**src/rtl/intirvx_wb_arbiter.sv**
```systemverilog
// -----------------------------------------------------------------------------
// intirvx_wb_arbiter
//
// Purpose
//   Arbitrates the single register-file write-back port among three result
//   producers: ALU, MEM (loads) and CSR. The winner is chosen combinationally
//   in the same cycle its request is seen. The winner's payload is captured
//   into one registered output slot, which the register manager drains with a
//   valid/ready handshake. Exceptions raised by MEM or CSR travel with the
//   result, and they suppress the register write.
//
// Handshake semantics (both sides)
//   A transfer happens on a rising clk edge where valid and ready are both
//   high. A producer that is not granted must hold valid and payload stable;
//   the arbiter keeps no copy of a rejected request. ready is a pure function
//   of the current valids, the slot state, wb_ready and rst. It never depends
//   on a registered request.
//
// Parameters
//   XLEN   data width of results
//   RR_EN  1: round-robin arbitration; 0: fixed priority MEM > CSR > ALU
//
// Ports
//   clk, rst                      clock, synchronous active-high reset
//   alu_res/alu_rd/alu_valid      ALU result request        -> alu_ready
//   mem_res/mem_rd/mem_exception  MEM result request
//     mem_valid                                             -> mem_ready
//   csr_res/csr_rd/csr_exception  CSR result request
//     csr_valid                                             -> csr_ready
//   wb_data/wb_rd/wb_we           write-back payload (wb_we qualified by wb_valid)
//   wb_exception/wb_src           fault flag and granted source (0 ALU, 1 MEM, 2 CSR)
//   wb_valid/wb_ready             output slot handshake
// -----------------------------------------------------------------------------
module intirvx_wb_arbiter #(
  parameter int XLEN  = 32,
  parameter int RR_EN = 1
) (
  input  logic            clk,
  input  logic            rst,

  input  logic [XLEN-1:0] alu_res,
  input  logic [4:0]      alu_rd,
  input  logic            alu_valid,
  output logic            alu_ready,

  input  logic [XLEN-1:0] mem_res,
  input  logic [4:0]      mem_rd,
  input  logic            mem_exception,
  input  logic            mem_valid,
  output logic            mem_ready,

  input  logic [XLEN-1:0] csr_res,
  input  logic [4:0]      csr_rd,
  input  logic            csr_exception,
  input  logic            csr_valid,
  output logic            csr_ready,

  output logic [XLEN-1:0] wb_data,
  output logic [4:0]      wb_rd,
  output logic            wb_we,
  output logic            wb_exception,
  output logic [1:0]      wb_src,
  output logic            wb_valid,
  input  logic            wb_ready
);

  // Source indices, shared by the round-robin pointer and wb_src.
  localparam logic [1:0] SRC_ALU = 2'd0;
  localparam logic [1:0] SRC_MEM = 2'd1;
  localparam logic [1:0] SRC_CSR = 2'd2;

  // ---------------------------------------------------------------------------
  // Output slot and round-robin pointer
  // ---------------------------------------------------------------------------
  logic [XLEN-1:0] r_wb_data;
  logic [4:0]      r_wb_rd;
  logic            r_wb_we;
  logic            r_wb_exception;
  logic [1:0]      r_wb_src;
  logic            r_wb_valid;
  // Index of the last granted source. The search starts at the following
  // index. Reset to CSR so that ALU is searched first.
  logic [1:0]      r_rr_ptr;

  // ---------------------------------------------------------------------------
  // Combinational grant
  // ---------------------------------------------------------------------------
  logic            w_slot_free;
  logic [3:0]      w_req;        // bit 3 is a constant 0 so any 2-bit index stays in range
  logic [1:0]      w_ord0;
  logic [1:0]      w_ord1;
  logic [1:0]      w_ord2;
  logic            w_grant_any;
  logic [1:0]      w_grant_idx;

  logic [XLEN-1:0] w_sel_data;
  logic [4:0]      w_sel_rd;
  logic            w_sel_exc;
  logic            w_sel_we;

  // Modulo-3 increment over the source indices.
  function automatic logic [1:0] inc3(input logic [1:0] idx);
    inc3 = (idx == SRC_CSR) ? SRC_ALU : idx + 2'd1;
  endfunction

  // The slot can take a new result if it is empty or is being drained this
  // cycle. When it is being drained, one result per cycle flows through.
  assign w_slot_free = !r_wb_valid || wb_ready;
  assign w_req       = {1'b0, csr_valid, mem_valid, alu_valid};

  // Search order for round-robin mode.
  assign w_ord0 = inc3(r_rr_ptr);
  assign w_ord1 = inc3(w_ord0);
  assign w_ord2 = inc3(w_ord1);

  always_comb begin
    w_grant_any = 1'b0;
    w_grant_idx = SRC_ALU;
    // Reset and a held slot both block every grant. Then no ready is seen.
    if (!rst && w_slot_free) begin
      if (RR_EN != 0) begin
        if (w_req[w_ord0]) begin
          w_grant_any = 1'b1;
          w_grant_idx = w_ord0;
        end else if (w_req[w_ord1]) begin
          w_grant_any = 1'b1;
          w_grant_idx = w_ord1;
        end else if (w_req[w_ord2]) begin
          w_grant_any = 1'b1;
          w_grant_idx = w_ord2;
        end
      end else begin
        // Fixed priority: loads first so a memory stall drains soonest.
        if (mem_valid) begin
          w_grant_any = 1'b1;
          w_grant_idx = SRC_MEM;
        end else if (csr_valid) begin
          w_grant_any = 1'b1;
          w_grant_idx = SRC_CSR;
        end else if (alu_valid) begin
          w_grant_any = 1'b1;
          w_grant_idx = SRC_ALU;
        end
      end
    end
  end

  assign alu_ready = w_grant_any && (w_grant_idx == SRC_ALU);
  assign mem_ready = w_grant_any && (w_grant_idx == SRC_MEM);
  assign csr_ready = w_grant_any && (w_grant_idx == SRC_CSR);

  // Payload of the winner. The ALU has no exception input.
  always_comb begin
    w_sel_data = alu_res;
    w_sel_rd   = alu_rd;
    w_sel_exc  = 1'b0;
    case (w_grant_idx)
      SRC_MEM: begin
        w_sel_data = mem_res;
        w_sel_rd   = mem_rd;
        w_sel_exc  = mem_exception;
      end
      SRC_CSR: begin
        w_sel_data = csr_res;
        w_sel_rd   = csr_rd;
        w_sel_exc  = csr_exception;
      end
      default: begin
        w_sel_data = alu_res;
        w_sel_rd   = alu_rd;
        w_sel_exc  = 1'b0;
      end
    endcase
  end

  // x0 is never written. A faulting result retires without touching the
  // register file, but its data is still passed through for the trap path.
  assign w_sel_we = (w_sel_rd != 5'd0) && !w_sel_exc;

  // ---------------------------------------------------------------------------
  // Slot register
  // ---------------------------------------------------------------------------
  always_ff @(posedge clk) begin
    if (rst) begin
      r_wb_valid     <= 1'b0;
      r_wb_we        <= 1'b0;
      r_wb_exception <= 1'b0;
      r_wb_src       <= SRC_ALU;
      r_wb_rd        <= 5'd0;
      r_wb_data      <= '0;
      r_rr_ptr       <= SRC_CSR;
    end else if (w_slot_free) begin
      if (w_grant_any) begin
        r_wb_valid     <= 1'b1;
        r_wb_data      <= w_sel_data;
        r_wb_rd        <= w_sel_rd;
        r_wb_src       <= w_grant_idx;
        r_wb_exception <= w_sel_exc;
        r_wb_we        <= w_sel_we;
        r_rr_ptr       <= w_grant_idx;
      end else begin
        // The slot was drained, or was already empty, and nothing new came in.
        // Clear wb_we as well, so that a stale write enable never lingers.
        r_wb_valid <= 1'b0;
        r_wb_we    <= 1'b0;
      end
    end
    // When the slot is held (wb_valid && !wb_ready), every output keeps its value.
  end

  assign wb_data      = r_wb_data;
  assign wb_rd        = r_wb_rd;
  assign wb_we        = r_wb_we;
  assign wb_exception = r_wb_exception;
  assign wb_src       = r_wb_src;
  assign wb_valid     = r_wb_valid;

endmodule
```
**config.mk**
```make
export PLATFORM = sky130hd
export DESIGN_NAME = intirvx_wb_arbiter
export DESIGN_NICKNAME = d
export VERILOG_FILES = /design/src/rtl/intirvx_wb_arbiter.sv
export SDC_FILE = /design/constraint.sdc
export NUM_CORES = 1
export LEC_CHECK = 0
export ABC_AREA = 1
export BUFFER_PORTS_ARGS = -buffer_cell sky130_fd_sc_hd__buf_2
export CORE_ASPECT_RATIO = 1.2
export CORE_UTILIZATION = 43
export CTS_CLUSTER_DIAMETER = 40
export DETAILED_ROUTE_END_ITERATION = 6
export HOLD_SLACK_MARGIN = 0.1
export PLACE_DENSITY = 0.92
export SYNTH_ARGS = -nofsm -noshare
export SYNTH_HDL_FRONTEND = slang
export SYNTH_SLANG_ARGS = --single-unit
```
**constraint.sdc**
```tcl
create_clock -name clk -period 2.9 [get_ports clk]
set_clock_uncertainty 0.1 [all_clocks]
set_input_delay 0.29 -clock clk [delete_from_list [all_inputs] [get_ports clk]]
set_output_delay 0.29 -clock clk [all_outputs]
set_load 0.02 [all_outputs]
```
; ---- After elaboration in Yosys (flattened, before gate mapping)
; Cells that the tools add are included.
[word_totals]
reg_bits = 44
input_bits = 119
wordCells = 52
[classes]
add_sub_neg = 3
magnitude_cmp = 3
eq_ne = 5
mux = 22
n_reduce_logical = 12
[op_table]
columns = cell, n
row1 = 32-bit one-hot mux with 2 select lines, 1
row2 = 2-bit two-way mux, 7
row3 = 5-bit one-hot mux with 2 select lines, 1
row4 = 2-bit by 3-bit < comparator with 1-bit output (second input constant), 3
row5 = 1-bit two-way mux, 9
row6 = 2-bit equality test (second input constant), 4
row7 = 2-bit by 1-bit adder with 2-bit output (second input constant), 3
row8 = 1-bit binary-select mux with 2-bit select, 3
row9 = 1-bit logical AND, 5
row10 = 5-bit nonzero test, 1
row11 = 1-bit zero test, 3
row12 = 2-bit by 1-bit equality test with 1-bit output (second input constant), 1
row13 = 2-bit zero test, 1
row14 = 1-bit one-hot mux with 2 select lines, 1
row15 = 2-bit AND reduction, 1
row16 = 1-bit logical OR, 1

; ---- Longest topological paths before layout
; Gate-level depths: netlist of the first run.
[logic_depth]
word_depth = 17
ltp_mapped = 18
depth_no_buf = 17

; ---- Worst setup path after synthesis of the first run
; Ideal clock, no wire load.
[synth_path]
path_type = register -> output
start = register r_rr_ptr[1]
end = output csr_ready
t_arrival_ps = 2067
required_ps = 2510
setup_slack_ps = 443
path_stages_with_launch = 14
path_buffers = 3
path_cell_list = dfxtp_1 > buf_6 > nor2_2 > nand2_2 > nand2_2 > nor2_4 > a22oi_1 > nor2_1 > inv_1 > ha_1 > buf_2 > clkbuf_1 > inv_1 > nor2_1
[synth_between]
elab_chain_cells = 14
[synth_lines]
columns = item, line_no
row1 = "start, declared", 83  ; logic [1:0] r_rr_ptr;
row2 = "start signal, assigned", 200  ; r_rr_ptr <= w_grant_idx;
row3 = 2-bit by 1-bit adder with 2-bit output or 2-bit equality test (tied branches), 103  ; inc3 = (idx == SRC_CSR) ? SRC_ALU : idx + 2'd1;
row4 = 2-bit two-way mux (*), 103
row5 = 2-bit by 1-bit adder with 2-bit output or 2-bit equality test (tied branches), 103
row6 = 2-bit two-way mux, 103
row7 = 2-bit by 1-bit adder with 2-bit output or 2-bit equality test (tied branches), 103
row8 = 2-bit two-way mux, 103
row9 = 1-bit binary-select mux with 2-bit select, 128  ; end else if (w_req[w_ord2]) begin
row10 = 1-bit two-way mux (not written as such), 128
row11 = 2-bit two-way mux, 128
row12 = 2-bit two-way mux, 125  ; end else if (w_req[w_ord1]) begin
row13 = 2-bit two-way mux (*), 122  ; if (w_req[w_ord0]) begin
row14 = 2-bit two-way mux (*), 120  ; if (!rst && w_slot_free) begin
row15 = via w_grant_idx[0], 94  ; logic [1:0] w_grant_idx;
row16 = 2-bit equality test (*), 150  ; assign csr_ready = w_grant_any && (w_grant_idx == SRC_CSR);
row17 = 1-bit logical AND (*), 150
row18 = "end, declared", 56  ; output logic csr_ready,
; The timed path passes the listed nets; every way through them passes the cells marked *. The select of a mux whose other input is x is not followed.

; ---- Final worst setup path of the first run
; Same ends and word-level chain as after synthesis.

==> results.tsv, run 1 <==
stage	metric	value	unit
finish	drive_gt1_share	35.4	%
detailed_routing	wl_per_cell	11.5	µm
clocking	cts_buffer_depth	2	
clocking	numCtsBuffers	5	
floorplanning	die_w	73.1	µm
worst_hold_path	min_delay_worst_endpoint	wb_we	
floorplanning	rows	30	
worst_hold_path	hold_path.class	input port to flip-flop	
synthesis	yosys_warnings	0	
clocking	clockRootBuffer	clkbuf_8	
synthesis	synth.area.top_cells	dfxtp_1, nand2_1, nor2_1	
timing	fmax	371	MHz
critical_path	worstReg2RegEnd	wb_we	
synthesis	synth_area	2610	µm²
synthesis	yosysMostFrequentCell	nand2_1	
critical_path	critPathCaptureType	primary output	
power_and_ir_drop	comb_power_share	48.4	%
critical_path	crit_start	r_rr_ptr[1]	
critical_path	r2r_start	r_rr_ptr[1]	
critical_path	r2r_cells	16	
floorplanning	ios	164	
finish	area_growth	37.1	%
power_and_ir_drop	power_frac_seq	32.2	%
placed_design	hpwl	5.60	mm
synthesis	synth_top_area_cell	dfxtp_1	
synthesis	synth_area_per_cell	6.41	µm²
synthesis	ys_seq_elements	43	
worst_hold_path	hold-path-cell-count	2	
critical_path	critPathSlowestCell	dfxtp_2	
synthesis	synth.yosys.seq_area_share	33.0	%
synthesis	synthFlopType	dfxtp_1	
timing	hold_violations	0	
grt	grt_max_degree	43	
critical_path	slowest_delay	0.38	ns
synthesis	synthTopCellsByCount	nand2_1, nor2_1, dfxtp_1	
clocking	clk_pin_slew	0.08	ns
floorplanning	initial_core_util	45.4	%
placed_design	place_congestion	0.958	
detailed_routing	final_antenna_net_count	0	
power_and_ir_drop	cellLeakagePower	1.97	nW
floorplanning	die_area	6390	µm²
synthesis	yosysUniqueCellTypes	24	
finish	fillers	531	
detailed_routing	drt_iter0_markers	80	
critical_path	crit_chain	inv_1 -> nand2_1 -> nor2_1 -> nor2_4 -> a22oi_1 -> nor2_1 -> inv_1 -> ha_2 -> buf_6 -> inv_1 -> nor2_1 -> buf_2	
detailed_routing	totalWireLength	7.33	mm
worst_hold_path	worstHoldStart	rst	
detailed_routing	firstDrtPassIters	5	
power_and_ir_drop	p_sw	1.01	mW
placed_design	port_buffers	163	
grt	overflow	0	
synthesis	syn_inst	407	
critical_path	startpoint_type	flip-flop	
timing	rsz0062_at_grt	true	
clocking	cts.sinks	43	
detailed_routing	viasPerCell	4.86	
finish	diodes	0	
clocking	clk_latency	0.28	ns
timing	finalCritPeriodShare	92.9	%
floorplanning	coreArea	5740	µm²
grt	antenna_found_initial	0	
grt	grt_use_total	22.2	%
power_and_ir_drop	peakVddDrop	0.000316	V
clocking	postCtsSetupBuffers	0	
critical_path	ff2ff_setup_slack	0.25	ns
synthesis	synthArstFlopShare	0	%
timing	period_minus_slack	2.69	ns
synthesis	synth_fp_nets	529	
power_and_ir_drop	finalPower	2.43	mW
power_and_ir_drop	power_frac_clock	19.4	%
synthesis	synth.top_cell.area_share	33.0	%
power_and_ir_drop	swShare	41.4	%
timing	setup_viol	0	
floorplanning	die_h	87.3	µm
job	cap_violations	0	
outcome	status	finished, final reports clean	
synthesis	synth_edf_count	0	
timing	fin_hold_ws	0.141	ns
timing	tightest_slew	0.600	ns
power_and_ir_drop	internal_power	1.43	mW
detailed_routing	drc	0	
detailed_routing	vias	3096	
grt	grt_pass1_wl	11.2	mm
timing	slew_headroom	59.9	%
critical_path	arrival	2.30	ns
finish	nets	678	
critical_path	cp.required	2.51	ns
critical_path	critPathKind	flip-flop to primary output	
power_and_ir_drop	p_per_area	680	nW/µm²
clocking	h-tree-depth	2	
critical_path	worstPathMaxFanout	14	
clocking	cts_tree	done	
timing	slew_violations	0	
finish	utilization	62.3	%
grt	first_global_vias	2602	
[power by group through the flow]
stage,clock network (mW),logic [mW],registers [mW]
4_1_cts,0.482,1.16,0.778
3_5_place_dp,0,1.16,0.791
3_3_place_gp,0,1.12,0.785
2_1_floorplan,0,0.715,0.917
5_1_grt,0.511,1.31,0.800
6_report,0.472,1.18,0.782
[flip-flops by register name, indices dropped and copies added, names as in the netlist]
| name | flops |
|---|---|
| r_rr_ptr | 1 |
| wb_rd | 5 |
| wb_src | 2 |
| wb_we | 1 |
| wb_valid | 1 |
| wb_data | 32 |
| wb_exception | 1 |
[kinds of logic after synthesis]
| family | Yosys count | synth area share, % |
|---|---|---|
| compound gates | 81 | 20.4 |
| simple gates | 234 | 36.2 |
| buf+inv | 46 | 9.01 |
| fa+ha+maj | 3 | 1.44 |
| flops | 43 | 33.0 |
[worst max-delay path: cells and delay by family (launching register included)]
kind                     cells  cell delay, ns
flip-flops                   1            0.38
AND/OR/NAND/NOR              5            0.50
adder cells (fa/ha/maj)      1            0.30
AO/OA/AOI/OAI                1            0.20
buffers and inverters        5            0.65
[timing repair]
item | in CTS | in global routing
hold buffers | 0 | 0
resized for setup | 0 | 9
setup endpoints to repair | 0 | 35
[worst max-delay path by stage]
stage                           end  slack, ns
final                     csr_ready       0.21
after global routing      csr_ready      -0.01
after CTS                 csr_ready       0.03
after detailed placement      wb_we       0.06
after global placement        wb_we       0.23
after floorplan           csr_ready       0.44
[metal layers]
layer | GRT usage (%) | wire, µm | up-vias
met2 | 44.3 | 3830 | 143
met1 | 23.6 | 2920 | 1335
met4 | 4.81 | 65 | 0
met5 | 0 | 0 | -
met3 | 3.94 | 511 | 6
li1 | - | - | 1612
[through the flow]
stage          worst slack (ns)  cells  instance area [µm²]  TNS [ns]
2_1_floorplan             0.443    407                 2610         0
3_3_place_gp              0.228    629                 3420         0
3_5_place_dp             0.0614    629                 3420         0
4_1_cts                  0.0323    637                 3540         0
5_1_grt                 -0.0118    637                 3580   -0.0118
6_report                  0.206    637                 3580         0
[final cells by class]
cell class                      count  area (µm²)  share of cell area, %
Clock buffer                        6        82.6                   2.31
Tap cell                           80         100                   2.80
Timing Repair Buffer              171         883                   24.7
Clock inverter                      2        35.0                  0.979
Multi-Input combinational cell    318        1550                   43.2
Sequential cell                    43         863                   24.1
Inverter                           17        67.6                   1.89
[layout by cell type, fill, tap and decap left out]
cell type	instances
o21ai_0	26
nand3_2	1
a21oi_1	5
buf_2	163
nand2_2	3
ha_2	1
ha_1	1
nor2_1	77
bufinv_16	1
clkinv_2	1
a22o_1	32
a22oi_1	1
dfxtp_2	2
nand2_1	131
or2_2	3
ha_4	1
clkinvlp_4	1
dfxtp_1	41
o21ai_1	16
inv_2	1
nor2_8	1
buf_6	2
nor2_2	1
buf_4	6
nand3_1	13
clkbuf_8	6
inv_1	15
o21ai_4	1
nand4_1	2
nor2_4	2
Power figures use the tool's default switching activity.
==> run 2: changes to the inputs <==
--- a/config.mk
+++ b/config.mk
@@ -8,6 +8,7 @@
 export ABC_AREA = 1
 export BUFFER_PORTS_ARGS = -buffer_cell sky130_fd_sc_hd__buf_2
 export CORE_ASPECT_RATIO = 1.2
+export CORE_MARGIN = 5
 export CORE_UTILIZATION = 43
 export CTS_CLUSTER_DIAMETER = 40
 export DETAILED_ROUTE_END_ITERATION = 6
==> run 2 against run 1 <==
- critical endpoint unchanged
- clock power grew 2%
- wire length grew 14%
- sequential cell count is the same
- largest power group unchanged
- worst hold slack is essentially flat
- critical path type unchanged
- via count grew 2.8%
- maximum frequency shrank 1.4%
- sequential power grew 0.6%
- core utilization shrank 2.5 points
- final cell count grew 0.63%
- register-to-register slack is essentially flat
==> results.tsv, run 2 (synthesized netlist as in run 1, its figures left out) <==
stage	metric	value	unit
outcome	status	finished, final reports clean	
finish	utilization	59.8	%
detailed_routing	top_layer_used	met4	
timing	slew_violations	0	
floorplanning	die_w	81.1	µm
detailed_routing	viasPerCell	4.97	
critical_path	crit_chain	inv_1 -> nand2_1 -> nor2_2 -> nor2_4 -> a22oi_1 -> nor2_1 -> inv_1 -> ha_2 -> buf_4 -> inv_1 -> nor2_1 -> buf_2	
floorplanning	ios	164	
critical_path	worstPathMaxFanout	12	
clocking	numCtsBuffers	5	
grt	grt_use_total	21.2	%
critical_path	critPathBufInv	5	
worst_hold_path	hold_path.class	input port to flip-flop	
finish	area_growth	36.9	%
job	cap_violations	0	
floorplanning	initial_core_util	43.7	%
timing	tightest_slew	1.03	ns
clocking	cts_tree	done	
timing	hold_violations	0	
floorplanning	rows	31	
clocking	clockRootBuffer	clkbuf_8	
grt	antenna_found_initial	0	
detailed_routing	vias	3184	
finish	drive_gt1_share	35.4	%
floorplanning	die_h	95.3	µm
grt	overflow	0	
grt	grt_max_degree	41	
finish	final_cell_mix	buf_2, nand2_1, nor2_1, dfxtp_1, a22o_1	
clocking	clk_pin_slew	0.08	ns
detailed_routing	final_antenna_net_count	0	
critical_path	critPathSlowestCell	dfxtp_2	
timing	setup_viol	0	
grt	grt_pass1_wl	13.1	mm
detailed_routing	drt_iter0_markers	136	
detailed_routing	drc	0	
critical_path	critPathCaptureType	primary output	
clocking	hold_buffers	0	
critical_path	startpoint_type	flip-flop	
power_and_ir_drop	peakVddDrop	0.000333	V
detailed_routing	firstDrtPassIters	4	
timing	finalCritPeriodShare	94.2	%
floorplanning	coreArea	5970	µm²
detailed_routing	wl_met2	4.25	mm
timing	fin_hold_ws	0.141	ns
timing	fin_setup_tns	0	ns
placed_design	port_buffers	163	
critical_path	critPathKind	flip-flop to primary output	
floorplanning	die_area	7730	µm²
clocking	cts.sinks	43	
placed_design	hpwl	6.48	mm
clocking	clk_latency	0.29	ns
grt	first_global_vias	3043	
critical_path	cp.required	2.51	ns
critical_path	slowest_delay	0.38	ns
placed_design	place_congestion	0.896	
detailed_routing	routed-wl-met3	696	µm
finish	mostFrequentLayoutCell	buf_2	
timing	slew_headroom	31.5	%
critical_path	arrival	2.34	ns
finish	nets	680	
finish	largest_register_ffs	32	
power_and_ir_drop	p_per_area	690	nW/µm²
detailed_routing	wl_per_cell	13.0	µm
clocking	cts_buffer_depth	2	
critical_path	cpMostUsedCell	inv_1	
detailed_routing	totalWireLength	8.36	mm
timing	period_minus_slack	2.73	ns
timing	fmax	366	MHz
detailed_routing	drt-met1-wl	3.27	mm
power_and_ir_drop	cellLeakagePower	1.97	nW
finish	diodes	0	
clocking	h-tree-depth	2	
critical_path	critical-path-top-delay-family	buffers and inverters	
==> run 2: cell count changes in the layout (fill, tap and decap cells not counted), sizes merged <==
| cell | change |
|---|---|
| buf | +2 |
| clkinvlp | -1 |
| inv | +1 |
==> run 2: final cells by class <==
| class | count | area (µm²) |
|---|---|---|
| well taps | 82 | 103 |
| fillers | 598 | 2400 |
| inverters | 17 | 63.8 |
| multi-input cells | 318 | 1530 |
| clock buffers | 6 | 82.6 |
| clock inverters | 2 | 35.0 |
| repair buffers | 173 | 891 |
| flip-flops and latches | 43 | 863 |
==> run 2: through the flow <==
step                power (mW)  instance area (µm²)  setup slack, ns  instances
finish                    2.47                 3570            0.169        641
global route              2.65                 3570          -0.0652        641
CTS                       2.47                 3560           0.0646        641
detailed placement        1.98                 3440            0.182        633
global placement          1.94                 3440            0.363        633
floorplan                 1.63                 2610            0.443        407
==> run 2: path summary, 6_finish.rpt <==
path	cells after the start	start	to	slack, ns
setup reg to reg	16	r_rr_ptr[1]	wb_we	0.24
setup / recovery	12	r_rr_ptr[1]	csr_ready	0.17
hold / removal	2	rst	wb_src[1]	0.14
hold reg to reg	2	wb_data[12]	wb_data[12]	0.38
==> run 2: per-layer routing <==
metal,GRT usage (%),vias to the layer above
li1,-,1620
met1,23.3,1409
met2,39.2,140
met3,5.39,15
met4,6.76,0
met5,0,-
==> run 2: where the power goes <==
part           switching, mW  leakage (nW)  internal, mW
Sequential            0.0757         0.357         0.711
Combinational          0.754          1.56         0.442
Clock                  0.204        0.0612         0.279
Total                   1.03          1.97          1.43
==> run 2: timing repair <==
item | 4_1_cts | 5_1_grt
gates resized for setup | 0 | 6
setup buffers | 0 | 0
setup endpoints to repair | 0 | 2
==> run 3: changes to the inputs <==
--- a/config.mk
+++ b/config.mk
@@ -13,7 +13,7 @@
 export CTS_CLUSTER_DIAMETER = 40
 export DETAILED_ROUTE_END_ITERATION = 6
 export HOLD_SLACK_MARGIN = 0.1
-export PLACE_DENSITY = 0.92
+export PLACE_DENSITY_LB_ADDON = 0.25
 export SYNTH_ARGS = -nofsm -noshare
 export SYNTH_HDL_FRONTEND = slang
 export SYNTH_SLANG_ARGS = --single-unit
==> run 3 against run 2 <==
- via count decreased by 3.8%
- final cell count decreased by 0.47%
- critical endpoint unchanged
- design area decreased by 0.42%
- core utilization decreased by 0.25 points
- largest power group unchanged
- total power decreased by 2.3%
- worst hold slack got worse by 0.023 ns
- global-route usage decreased by 1.2 points
==> results.tsv, run 3 (synthesized netlist as in run 1, its figures left out) <==
stage	metric	value	unit
outcome	status	finished, final reports clean	
critical_path	critPathCaptureType	primary output	
timing	period_minus_slack	2.68	ns
job	cap_violations	0	
finish	largest_register_ffs	32	
timing	slew_headroom	28.2	%
grt	grt_use_total	20.0	%
finish	final_cell_mix	buf_2, nand2_1, nor2_1, dfxtp_1, a22o_1	
detailed_routing	viasPerCell	4.80	
critical_path	worstPathMaxFanout	29	
floorplanning	ios	164	
finish	nets	678	
clocking	cts_buffer_depth	2	
floorplanning	die_h	95.3	µm
placed_design	hpwl	6.03	mm
clocking	h-tree-depth	2	
detailed_routing	final_antenna_net_count	0	
timing	rsz0062_at_grt	false	
placed_design	dp_slack	0.176	ns
critical_path	cp.required	2.51	ns
clocking	hold_buffers	0	
floorplanning	die_w	81.1	µm
finish	utilization	59.6	%
timing	setup_slack	0.216	ns
timing	fin_setup_tns	0	ns
grt	grt_pass1_wl	12.4	mm
grt	first_global_vias	2922	
clocking	cts_tree	done	
finish	diodes	0	
placed_design	dpl-instance-area	3420	µm²
grt	antenna_found_initial	0	
clocking	postCtsSetupBuffers	0	
power_and_ir_drop	p_per_area	677	nW/µm²
clocking	clk_latency	0.28	ns
timing	slew_violations	0	
finish	multi_input_area	1540	µm²
finish	drive_gt1_share	34.4	%
placed_design	dp.cells	631	
detailed_routing	drc	0	
timing	setup_viol	0	
worst_hold_path	hold_path.class	input port to flip-flop	
grt	grt_max_degree	41	
power_and_ir_drop	peakVddDrop	0.000303	V
detailed_routing	wl_per_cell	12.2	µm
floorplanning	die_area	7730	µm²
power_and_ir_drop	finalPower	2.41	mW
finish	area_growth	36.3	%
detailed_routing	totalWireLength	7.77	mm
critical_path	arrival	2.29	ns
floorplanning	rows	31	
finish	mostFrequentLayoutCell	buf_2	
clocking	clk_pin_slew	0.09	ns
floorplanning	initial_core_util	43.7	%
finish	area.sequential	862	µm²
grt	overflow	0	
clocking	cts_resized	0	
timing	tightest_slew	1.08	ns
timing	fmax	373	MHz
critical_path	critPathKind	flip-flop to primary output	
floorplanning	coreArea	5970	µm²
timing	finalCritPeriodShare	92.6	%
clocking	cts.sinks	43	
clocking	numCtsBuffers	5	
detailed_routing	vias	3062	
power_and_ir_drop	cellLeakagePower	1.96	nW
timing	hold_violations	0	
timing	fin_hold_ws	0.119	ns
finish	fillers	631	
clocking	clockRootBuffer	clkbuf_8	
placed_design	place_congestion	0.815	
finish	final_area	3560	µm²
critical_path	startpoint_type	flip-flop	
finish	fin_cells	638	
detailed_routing	firstDrtPassIters	4	
placed_design	port_buffers	163	
detailed_routing	drt_iter0_markers	101	
run 3: changes by cell type in the layout (fill, tap and decap cells not counted), sizes merged:
cell | previous run | this run
buf | 173 | 171
clkinv | 1 | 0
run 3: per-layer routing:
layer / track usage, % / share of wire [%] / up-vias / wire, µm
met5: 0 / 0 / - / 0
met4: 5.49 / 1.4 / 0 / 107
met3: 5.39 / 9.8 / 10 / 763
met2: 37.7 / 49 / 118 / 3830
met1: 21.6 / 39 / 1321 / 3070
li1: - / - / 1613 / -
run 3: final timing paths:
kind                from   endpoint  slack, ns  cells past startpoint
max          r_rr_ptr[1]  csr_ready       0.22                     11
max reg2reg  r_rr_ptr[1]      wb_we       0.33                     16
min reg2reg     wb_rd[0]   wb_rd[0]       0.37                      2
min                  rst      wb_we       0.12                      2
run 3: power breakdown:
part	total (mW)	switching [mW]	internal, mW
sequential	0.778	0.0684	0.710
clock	0.451	0.199	0.253
combinational	1.18	0.735	0.444
run 3: final cells by class:
cell class,instances,share of cell area (%)
Multi-Input combinational cell,318,43.3
Clock buffer,6,2.04
Sequential cell,43,24.2
Tap cell,82,2.88
Clock inverter,1,0.844
Timing Repair Buffer,171,24.9
Inverter,17,1.79
run 3: critical path: stages (launching register included):
cell and delay [ns]:
dfxtp_1 0.53, nand2_1 0.14, nand2_2 0.13, nor2_4 0.04, a22oi_1 0.20, nor2_1 0.10, inv_1 0.12, ha_1 0.21
buf_8 0.21, inv_1 0.06, nor2_1 0.09, buf_2 0.17
